**src/rtl/fifo_stream_reader.sv**
```systemverilog
// fifo_stream_reader: turns a 1-cycle-latency async FIFO read port into a valid/ready stream.
// Define FIFO_READER_CNT_EN to add the 16-bit delivered-beat counter count_o.
module fifo_stream_reader #(
    parameter int WIDTH = 8
) (
    input  logic             clk_rd,
    input  logic             rst_n,
    input  logic             fifo_empty_i,
    output logic             fifo_rd_en_o,
    input  logic [WIDTH-1:0] fifo_read_data_i,
    output logic             m_valid_o,
    input  logic             m_ready_i,
    output logic [WIDTH-1:0] m_data_o
`ifdef FIFO_READER_CNT_EN
    ,
    output logic [15:0]      count_o
`endif
);
    logic [WIDTH-1:0] buffer [2];
    logic [1:0] occ;
    logic [1:0] level;
    logic inflight;
    logic head;
    logic tail;
    logic pop;
    assign level = occ + {1'b0, inflight};
    assign m_valid_o = occ != 2'd0;
    assign pop = m_valid_o && m_ready_i;
    assign m_data_o = buffer[head];
    // a pop may be issued into a full pipeline only when a word leaves the same cycle
    assign fifo_rd_en_o = rst_n && !fifo_empty_i && (level < 2'd2 || (level == 2'd2 && pop));
    always_ff @(posedge clk_rd or negedge rst_n) begin
        if (!rst_n) begin
            occ       <= 2'd0;
            inflight  <= 1'b0;
            head      <= 1'b0;
            tail      <= 1'b0;
            buffer[0] <= '0;
            buffer[1] <= '0;
        end else begin
            inflight <= fifo_rd_en_o;
            occ      <= occ + {1'b0, inflight} - {1'b0, pop};
            if (inflight) begin
                buffer[tail] <= fifo_read_data_i;
                tail         <= ~tail;
            end
            if (pop)
                head <= ~head;
        end
    end
`ifdef FIFO_READER_CNT_EN
    always_ff @(posedge clk_rd or negedge rst_n) begin
        if (!rst_n)
            count_o <= 16'd0;
        else if (pop)
            count_o <= count_o + 16'd1;
    end
`endif
endmodule
```
**config.mk**
```make
export PLATFORM = sky130hd
export DESIGN_NAME = fifo_stream_reader
export DESIGN_NICKNAME = d
export VERILOG_FILES = /design/src/rtl/fifo_stream_reader.sv
export SDC_FILE = /design/constraint.sdc
export NUM_CORES = 1
export LEC_CHECK = 0
export CORE_MARGIN = 5
export CORE_UTILIZATION = 42
export CTS_CLUSTER_SIZE = 20
export DETAILED_ROUTE_END_ITERATION = 7
export MAX_ROUTING_LAYER = met4
export PLACE_DENSITY = 0.82
export RECOVER_POWER = 100
export SLEW_MARGIN = 30
export SYNTH_ARGS = -nofsm -noshare
export SYNTH_HDL_FRONTEND = slang
export SYNTH_SLANG_ARGS = --single-unit
export TNS_END_PERCENT = 5
```
**constraint.sdc**
```tcl
create_clock -name clk_rd -period 1.3 [get_ports clk_rd]
set_input_delay 0.13 -clock clk_rd [delete_from_list [all_inputs] [get_ports clk_rd]]
set_output_delay 0.13 -clock clk_rd [all_outputs]
set_load 0.005 [all_outputs]
```
; ---- Word level (Yosys, flattened, before mapping)
; Cells that the tools add are included.
[totals]
register_bits = 21
input_bits = 12
output_inout_bits = 10
[classes]
add_sub_neg = 2
n_lt_le_gt_ge = 4
n_eq_ne = 1
n_mux = 6
n_bitwise = 4
n_reduce_logical = 8
[op_table]
columns = operator, count
row1 = $mux W8, 4
row2 = $bwmux W16, 1
row3 = $demux W8 S1, 1
row4 = $logic_and A1 B1 Y1, 5
row5 = $ge A2 B2 Y1 const B, 2
row6 = $not A1 Y2, 2
row7 = $add A2 B1 Y2, 1
row8 = $eq A2 B2 Y1 const B, 1
row9 = $lt A2 B1 Y1 const B, 1
row10 = $lt A2 B2 Y1 const B, 1
row11 = $not A1 Y1, 2
row12 = $reduce_bool A2 Y1, 1
row13 = $sub A2 B1 Y2, 1
row14 = $logic_not A1 Y1, 1
row15 = $logic_or A1 B1 Y1, 1

; ---- Logic depth before layout (Yosys ltp)
[logic_depth]
depth_word = 6
depth_mapped = 4
mapped_depth_nobuf = 4

; ---- Least setup slack after synthesis
; No wires, ideal clock.
[synth_timing]
path_kind = register to output
start = register inflight
end = output fifo_rd_en_o
arrival_time_ns = 1.330
path_slack_ns = -0.160
stages_incl_launch_ff = 4
cell_sequence = dfrtp_1 -> ha_1 -> or3b_2 -> o2bb2ai_1
[synth_via]
elab_chain_cells = 5
elab_cells_between_ends = 6
classes_between = add/sub: 1 / order compare: 1 / eq/ne: 1 / reduce/logical: 3
[synth_rtl]
columns = item, line
row1 = start: declaration, 22  ; logic inflight;
row2 = start signal: assignment, 41  ; inflight <= fifo_rd_en_o;
row3 = $add A2 B1 Y2 *, 26  ; assign level = occ + {1'b0, inflight};
row4 = $eq A2 B2 Y1, 31  ; assign fifo_rd_en_o = rst_n && !fifo_empty_i && (level < 2'd2 || (level == 2'd2 && pop));
row5 = $logic_and A1 B1 Y1, 31
row6 = $logic_or A1 B1 Y1 *, 31
row7 = $logic_and A1 B1 Y1 *, 31
row8 = end: declaration, 9  ; output logic fifo_rd_en_o,
; Mark *: on every way between the ends. The rest lies on a longest branch, timed or not.

; ---- Final worst setup path
; Same ends and word-level chain as after synthesis.

==> qor.txt <==
status: finished, violations left
violated checks: negative setup slack
DR pass1 iterations: 4
met2 routed WL: 920 um
Slew Limit Fails: 0
crit path kind: register to output pin
largest area contributor in the netlist: dfrtp_1
fin nets: 113
final worst setup slack: -0.441 ns
All-Layer GR Usage: 0.126
global route overflow: 0
CTS tree: done
Tcrit/Tclk final: 1.34
CORE AREA: 0.00219 mm^2
clk sinks: 21
die area: 0.00335 mm^2
Final Hold Fails: 0
hold_buf cts: 0
Clock Latency Late Sink: 0.29 ns
Critical Path End Type: output pin
layout cells sized above 1: 0.551
Fmax: 0.574 GHz
VDD IR max: 0.00125 V
Filler Cell Count: 169
Power Density: 2370 mW/mm^2
Max-cap violations: 0
post-synth top area share: 0.545
Post-Syn Instances: 63
Final TNS setup: -2.61 ns
CTS Buf Count: 3
port bufs: 21
global-route wire length before repair: 3090 um
clock tree buffer depth: 2
starting density of the core: 0.440
Synth Cell Area: 963 um^2
top sig layer: met4
CTS H-Tree Depth: 1
total I/O pin count: 22
Post-Route WL: 1920 um
DRT antenna net count: 0
Clock Tree Root: clkbuf_4
via density per instance: 4.84
final setup violation count: 18
measured slew at the worst slew-check pin: 0.485 ns
Mean Syn Cell Area: 15.3 um^2
P&R area growth vs syn: 43.1%
largest net degree at the start of global routing: 21
Worst-path clk slew: 0.12 ns
crit path max fanout: 2
metal3 WL: 114 um
Die Height: 57.9 um
post-synth cell types: 16
setup repair after global routing missed its margin: true
GPL Wtd Cong: 0.747
Final min period: 1.74 ns
Residual DRC: 0
crit start category: register
M1 WL: 867 um
Yosys reg bits: 21
Site Rows: 17
P_leak: 0.649 nW
Synthesized Nets: 77
Initial DRC Count: 2
Synth warnings: 0
DP Worst Slack: -0.550 ns
Avg WL per Cell: 15.2 um
top cells by area, synth: dfrtp_1 55%, mux2_2 19%, mux2_4 12%, xnor2_1 2.7%, ha_1 2.6%
Max-Slew Margin vs Limit: 0.677
initial antenna violation count: 0
sequential fraction of the synthesis area: 0.545
vias in the first global route: 644
Finished Layout Cells: 126
clock skew: 0.00561 ns
via count: 610
Min-Delay Path Class: input pin to async pin
diode count: 0
Inst Count DP: 119
die width: 57.9 um
crit path DAT: 1.61 ns
required time of the critical path: 1.17 ns
## per-stage QoR
stage	hold WS [ns]	total power [mW]	area, um^2	utilization
4_1_cts	0.158	3.22	1330	0.607
2_1_floorplan	-0.166	2.11	985	-
6_report	0.241	3.27	1380	0.629
3_3_place_gp	0.481	2.84	1280	0.585
5_1_grt	0.223	3.50	1380	0.629
3_5_place_dp	0.477	2.91	1280	0.585
## report_power, final
part	leakage [nW]	internal [mW]	switching, mW	total [mW]
sequential	0.248	0.991	0.212	1.20
combinational	0.384	1.17	0.596	1.76
clock	0.0177	0.114	0.189	0.303
total	0.649	2.27	0.997	3.27
## layout by cell type, fill, tap and decap left out
master	count
inv_1	2
xnor2_1	3
or3b_4	1
dfrtp_1	20
clkinv_2	1
buf_6	4
dlygate4sd3_1	1
xor2_1	1
mux2_2	16
clkdlybuf4s50_1	10
buf_4	7
or2_2	1
inv_2	1
ha_4	2
mux2_4	8
clkbuf_2	4
o2bb2ai_4	1
dlygate4sd2_1	2
dlymetal6s2s_1	4
nand2_4	1
nor2b_4	1
nor2b_1	1
clkbuf_4	3
buf_2	1
dfrtp_2	1
o21ai_4	1
## worst max-delay path: stages (launching register included)
cell       delay, ns
dfrtp_1         0.43
ha_4            0.25
or3b_4          0.38
o2bb2ai_4       0.13
buf_2           0.13
## final timing paths
path | startpoint | to | slack [ns] | depth (start not counted)
hold reg to reg | buffer[1] | buffer[1] | 0.51 | 1
setup reg to reg | inflight | buffer[11] | -0.14 | 4
min in group clk_rd | fifo_read_data_i[2] | buffer[10] | 0.47 | 2
setup / recovery | inflight | fifo_rd_en_o | -0.44 | 4
hold / removal | rst_n | occ[0] | 0.24 | 2
max in group asynchronous | rst_n | head | 0.53 | 2
## synth_stat cells
cell,number
buf_2,1
nor2b_1,1
inv_1,3
o2bb2ai_1,1
nor2b_2,1
or3b_2,1
mux2_4,8
xnor2_1,3
xor2_1,1
dfrtp_1,21
nand2_2,1
buf_6,1
ha_1,2
mux2_2,16
or2_2,1
o21ai_0,1
## repair_timing
item,in CTS,in global routing
resized for setup,13,17
buffers inserted,1,2
pin swaps,1,2
setup endpoints to repair,21,29
## layout make-up
type                            count  area (um^2)  area share
Clock buffer                        3         22.5      0.0163
Clock inverter                      1         5.00     0.00363
Timing Repair Buffer               33          300       0.218
Tap cell                           28         35.0      0.0254
Multi-Input combinational cell     37          478       0.347
Inverter                            3         11.3     0.00817
Sequential cell                    21          527       0.382
## registers in the layout (all words and copies together), names as in the netlist
name,cells
buffer,16
inflight,1
head,1
tail,1
occ,2
## routing by layer
layer | global-route usage | vias to the layer above
li1 | - | 286
met1 | 0.163 | 304
met2 | 0.190 | 18
met3 | 0.0334 | 2
met4 | 0.0464 | 0
met5 | - | -
## logic make-up after synthesis
logic type / after synthesis / synth area share
AOI/OAI and AO/OA: 2 / 0.0143
xor gates and xnor gates: 4 / 0.0364
adders and majority gates: 2 / 0.0260
buffers and inverters: 5 / 0.0286
DFF: 21 / 0.545
muxes: 24 / 0.312
and+or+nand+nor: 5 / 0.0377
(Power assumes the default switching activity.)
